[src/rtl/alu_share_arb.sv]
// Shares one combinational ALU between two valid/ready requesters, one transaction in flight.
// Define ALU_ARB_PRIO_EN for fixed priority (r0 wins ties); default is round-robin.
module alu_share_arb #(
  parameter int DW  = 32,
  parameter int SHW = 4,
  parameter int CW  = 3
) (
  input  logic           clk,
  input  logic           rst,
  input  logic           r0_valid,
  output logic           r0_ready,
  input  logic [DW-1:0]  r0_srca,
  input  logic [DW-1:0]  r0_srcb,
  input  logic [SHW-1:0] r0_shift,
  input  logic [CW-1:0]  r0_ctrl,
  output logic           r0_rvalid,
  input  logic           r0_rready,
  output logic [DW-1:0]  r0_res,
  output logic           r0_zero,
  input  logic           r1_valid,
  output logic           r1_ready,
  input  logic [DW-1:0]  r1_srca,
  input  logic [DW-1:0]  r1_srcb,
  input  logic [SHW-1:0] r1_shift,
  input  logic [CW-1:0]  r1_ctrl,
  output logic           r1_rvalid,
  input  logic           r1_rready,
  output logic [DW-1:0]  r1_res,
  output logic           r1_zero,
  output logic [DW-1:0]  alu_srca,
  output logic [DW-1:0]  alu_srcb,
  output logic [SHW-1:0] alu_shift,
  output logic [CW-1:0]  alu_ctrl,
  input  logic [DW-1:0]  alu_res,
  input  logic           alu_zero
);

  // state | meaning
  // ARB   | waiting for a request; winner gets ready this cycle
  // EXEC  | ALU driven from latched operands; result captured
  // RESP  | owner's response held until rready
  typedef enum logic [1:0] {ARB, EXEC, RESP} state_t;

  state_t         state, state_nxt;
  logic [DW-1:0]  op_srca, op_srcb;
  logic [SHW-1:0] op_shift;
  logic [CW-1:0]  op_ctrl;
  logic           owner;
  logic [DW-1:0]  resp_res;
  logic           resp_zero;
  logic           rvalid_q;
  logic           gnt_any, gnt_id, grant, resp_taken;
`ifndef ALU_ARB_PRIO_EN
  logic           last_gnt;
`endif

  always_comb begin
    gnt_any = r0_valid | r1_valid;
`ifdef ALU_ARB_PRIO_EN
    gnt_id = ~r0_valid;
`else
    gnt_id = (r0_valid & r1_valid) ? ~last_gnt : r1_valid;
`endif
  end

  assign grant      = (state == ARB) && gnt_any;
  assign resp_taken = (state == RESP) && (owner ? r1_rready : r0_rready);

  always_comb begin
    state_nxt = state;
    r0_ready  = 1'b0;
    r1_ready  = 1'b0;
    case (state)
      ARB: begin
        // gated by rst so ready reads 0 while reset is held with valid high
        if (gnt_any && !rst) begin
          r0_ready  = ~gnt_id;
          r1_ready  = gnt_id;
          state_nxt = EXEC;
        end
      end
      EXEC:    state_nxt = RESP;
      RESP:    if (resp_taken) state_nxt = ARB;
      default: state_nxt = ARB;
    endcase
  end

  always_ff @(posedge clk or posedge rst) begin
    if (rst) begin
      state     <= ARB;
      op_srca   <= '0;
      op_srcb   <= '0;
      op_shift  <= '0;
      op_ctrl   <= '0;
      owner     <= 1'b0;
      resp_res  <= '0;
      resp_zero <= 1'b0;
      rvalid_q  <= 1'b0;
`ifndef ALU_ARB_PRIO_EN
      last_gnt  <= 1'b1;
`endif
    end else begin
      state <= state_nxt;
      if (grant) begin
        op_srca  <= gnt_id ? r1_srca  : r0_srca;
        op_srcb  <= gnt_id ? r1_srcb  : r0_srcb;
        op_shift <= gnt_id ? r1_shift : r0_shift;
        op_ctrl  <= gnt_id ? r1_ctrl  : r0_ctrl;
        owner    <= gnt_id;
`ifndef ALU_ARB_PRIO_EN
        last_gnt <= gnt_id;
`endif
      end
      if (state == EXEC) begin
        resp_res  <= alu_res;
        resp_zero <= alu_zero;
        rvalid_q  <= 1'b1;
      end else if (resp_taken) begin
        rvalid_q  <= 1'b0;
      end
    end
  end

  assign alu_srca  = op_srca;
  assign alu_srcb  = op_srcb;
  assign alu_shift = op_shift;
  assign alu_ctrl  = op_ctrl;

  assign r0_rvalid = rvalid_q & ~owner;
  assign r1_rvalid = rvalid_q & owner;
  assign r0_res    = resp_res;
  assign r1_res    = resp_res;
  assign r0_zero   = resp_zero;
  assign r1_zero   = resp_zero;

endmodule

[config.mk]
export PLATFORM = sky130hd
export DESIGN_NAME = alu_share_arb
export DESIGN_NICKNAME = d
export VERILOG_FILES = /design/src/rtl/alu_share_arb.sv
export SDC_FILE = /design/constraint.sdc
export NUM_CORES = 1
export LEC_CHECK = 0
export ABC_AREA = 1
export CAP_MARGIN = 15
export CORE_UTILIZATION = 36
export CTS_CLUSTER_SIZE = 8
export DETAILED_ROUTE_END_ITERATION = 10
export GPL_TIMING_DRIVEN = 0
export PLACE_DENSITY = 0.86
export RECOVER_POWER = 50
export SYNTH_ARGS = -nofsm -noshare
export SYNTH_HDL_FRONTEND = slang
export SYNTH_SLANG_ARGS = --single-unit
[constraint.sdc]
create_clock -name clk -period 2.9 [get_ports clk]
set_clock_uncertainty 0.05 [all_clocks]
set_input_delay 0.29 -clock clk [delete_from_list [all_inputs] [get_ports clk]]
set_output_delay 0.29 -clock clk [all_outputs]
set_load 0.02 [all_outputs]
==> metrics.log <==
INFO  metric run_status = finished, violations left
INFO  metric failed_checks = capacitance limit, slew limit
INFO  metric worst-r2r-setup-slack = 1.05 ns
INFO  metric worst_hold_path.num_cells = 2
INFO  metric multi_input_comb_area = 2050 um2
INFO  metric synth_seq_cells = 109
INFO  metric yosysWarnings = 0
INFO  metric layoutNonFillerInstCount = 1,373
INFO  metric ys_types = 18
INFO  metric cts.sinks = 109
INFO  metric place.port_buffers = 321
INFO  metric post_cts_resized = 0
INFO  metric clock_root_buffer = sky130_fd_sc_hd__clkbuf_16
INFO  metric worst_ep_required = 2.56 ns
INFO  metric cp_cell_sequence = nand2_1 -> nand2_4 -> inv_1 -> nor3_1 -> clkdlybuf4s50_1
INFO  metric die_y = 129 um
INFO  metric syn-num-nets = 999
INFO  metric num_io_pins = 322
INFO  metric timing.critical_path.fanout_max = 9
INFO  metric cts_htree_levels = 3
INFO  metric grt_max_degree = 40
INFO  metric critical_path.endpoint = r0_ready
INFO  metric timing.rr.end = alu_srcb[21]$_DFFE_PP0P_
INFO  metric seq_area = 2730 um2
INFO  metric timing.max_cap.violations = 1
INFO  metric final_min_period_over_clock_period = 0.952
INFO  metric drive_above_1_share = 0.0666
INFO  metric worstSetupPathType = register to output port
INFO  metric setup_viol_count_final = 0
INFO  metric route.top_layer_used = met4
INFO  metric gr-usage-all-layers = 0.229
INFO  metric crit_arrival = 2.42 ns
INFO  metric timing_hold_violations_final = 0
INFO  metric max_stage_delay_cell_worst_path = sky130_fd_sc_hd__clkdlybuf4s50_1
INFO  metric p_per_area = 992 nW/um2
INFO  metric vias_in_the_first_global_route = 6,088
INFO  metric first_pass_iters = 5
INFO  metric wl_met2 = 9670 um
INFO  metric synth_xor_xnor_area_share = 0
INFO  metric tritoncts = built
INFO  metric core_footprint = 15,900 um2
INFO  metric path_class_of_the_lowest_slack_min_delay_path = register to register
INFO  metric gr_ovfl_total = 0
INFO  metric static-leakage-power = 5.08 nW
INFO  metric crit_path_end_kind = output port
INFO  metric floorplan.initialDensity = 0.368
INFO  metric area_growth_synth_to_finish = 65.2%
INFO  metric maximum_vdd_ir_drop = 501 uV
INFO  metric cts_buffers = 9
INFO  metric timing.hold.ws = 0.420 ns
INFO  metric synthesized_area_per_cell = 7.14 um2
INFO  metric grt_pass1_wl = 29,300 um
INFO  metric cts_setup_buffers = 0
INFO  metric drt-initial-drc-count = 293
INFO  metric detailroute.wirelength.met3 = 1440 um
INFO  metric row_count = 46
INFO  metric m1WireLength = 7180 um
INFO  metric final.min_clock_period = 2.76 ns
INFO  metric die_width = 129 um
INFO  metric last_weighted_congestion_value_of_the_routability_driven_placer = 0.839
INFO  metric fin_nets = 1,334
INFO  metric startpoint_of_the_most_critical_setup_path = last_gnt$_DFFE_PP1P_
INFO  metric worst_setup_hold_path_clk_slew = 0.06 ns
INFO  metric slew_limit_headroom = -0.0264
INFO  metric antenna_cells = 0
INFO  metric grt_antenna_before_repair = 0
INFO  metric rsz0062_at_grt = no
INFO  metric detail_route.wirelength = 19,200 um
INFO  metric fmaxAchievable = 0.362 GHz
INFO  metric routed-via-count = 6,342
INFO  metric crit_path_max_incr_delay = 0.66 ns
INFO  metric cts_hold_repair_buffers = 0
INFO  metric muxShareOfSynthArea = 0
INFO  metric synth_top_family_by_area = simple AND/OR/NAND/NOR gates
INFO  metric share_of_the_yosys_chip_area_belonging_to_registers = 0.467
INFO  metric max-clock-path-buffers = 2
INFO  metric startpoint_of_the_most_critical_register_to_register_path = last_gnt$_DFFE_PP1P_
INFO  metric drc = 0
INFO  metric hpwlAfterDp = 15,100 um
INFO  metric synth_compound_area_frac = 0.00171
INFO  metric max_slew.worst_pin.slew = 1.54 ns
INFO  metric synth_cells = 818
INFO  metric syn_area = 5840 um2
INFO  metric antenna_left = 0
INFO  metric synthesized_area_fraction_occupied_by_and_or_nand_nor_cells = 0.349
INFO  metric post_drt_wl_per_cell = 14.0 um
INFO  metric number_of_vias_per_cell_after_detailed_routing = 4.62
INFO  metric rr_worst_depth = 6
INFO  metric clock_insertion_delay_worst_skew = 0.34 ns
INFO  metric setup_total_negative_slack = 0 ns
INFO  metric dp_cells = 1,358
INFO  metric final-max-slew-violation-count = 33
INFO  metric timing.critical_path.from_type = register
INFO  metric die-area = 16,700 um2
INFO  metric post_synth_fa_ha_maj_area_fraction = 0
INFO  metric num-fill-cells = 1,443
## Yosys cell counts (all sizes together)
| cell type | n | share of area |
|---|---|---|
| o21ai | 2 | 0.0017 |
| nor3 | 1 | 0.00086 |
| dfstp | 1 | 0.0045 |
| inv | 149 | 0.096 |
| nor2 | 7 | 0.0077 |
| clkbuf | 11 | 0.0071 |
| nand2 | 294 | 0.19 |
| dfrtp | 108 | 0.46 |
| nand3 | 176 | 0.15 |
| buf | 69 | 0.079 |
## cells by family (layout without fill, tap and decap cells)
family          Yosys count  after routing
compound gates            2              2
buf+inv                 229            568
flops                   109            109
simple gates            478            478
## layout by cell type, fill, tap and decap left out, drive strengths merged
cell	count
bufinv	1
clkdlybuf4s50	288
clkinv	1
clkinvlp	3
inv	148
dfstp	1
nand3	176
o21ai	2
dlygate4sd3	33
nor3	1
nand2	294
buf	65
dfrtp	108
nor2	7
dlymetal6s2s	1
clkbuf	28
## report_power, final
group          total (W)  switching, W  internal (W)
combinational    0.00560       0.00299       0.00260
clock            0.00121      0.000546      0.000665
sequential       0.00276      0.000475       0.00228
## metal layers
layer | vias up | GRT usage
met4 | 0 | 0.128
met2 | 292 | 0.409
met3 | 66 | 0.0570
met5 | - | 0
met1 | 2883 | 0.247
li1 | 3101 | -
## state kept, by name (all words and copies together) (netlist names), 2 cells and up
| signal | flops |
|---|---|
| r0_res | 32 |
| alu_ctrl | 3 |
| state | 2 |
| alu_srca | 32 |
| alu_srcb | 32 |
| alu_shift | 4 |
## final cells by class
| class | instances | area share |
|---|---|---|
| repair buffers | 324 | 0.337 |
| flip-flops and latches | 109 | 0.283 |
| multi-input cells | 480 | 0.213 |
| inverters | 149 | 0.0581 |
| plain buffers | 80 | 0.0518 |
| well taps | 216 | 0.0280 |
| clock buffers | 11 | 0.0241 |
| clock inverters | 4 | 0.00519 |
## metrics by stage
stage	power (W)	util	area (um2)	worst slack, ns
after floorplan	0.00572	-	5840	1.21
after global placement	0.00835	0.587	9330	0.0192
after detailed placement	0.00851	0.591	9390	0.0502
after CTS	0.00976	0.609	9670	0.0111
after global routing	0.0102	0.607	9640	0.0191
final	0.00957	0.607	9640	0.139
## worst max-delay path, delay by kind of cell (launching register included)
kind | cells | cell delay (ns)
buffers and inverters | 2 | 0.74
flip-flops | 1 | 0.53
AND/OR/NAND/NOR | 3 | 0.81
## worst min path at each step
stage / start / end
floorplan: rst / state[0]$_DFFE_PP0P_
global placement: last_gnt$_DFFE_PP1P_ / last_gnt$_DFFE_PP1P_
detailed placement: alu_srca[2]$_DFFE_PP0P_ / alu_srca[2]$_DFFE_PP0P_
CTS: rst / r0_res[17]$_DFFE_PP0P_
global route: alu_res[19] / r0_res[19]$_DFFE_PP0P_
finish: last_gnt$_DFFE_PP1P_ / last_gnt$_DFFE_PP1P_
No activity file was read; power rests on OpenSTA's default activity.
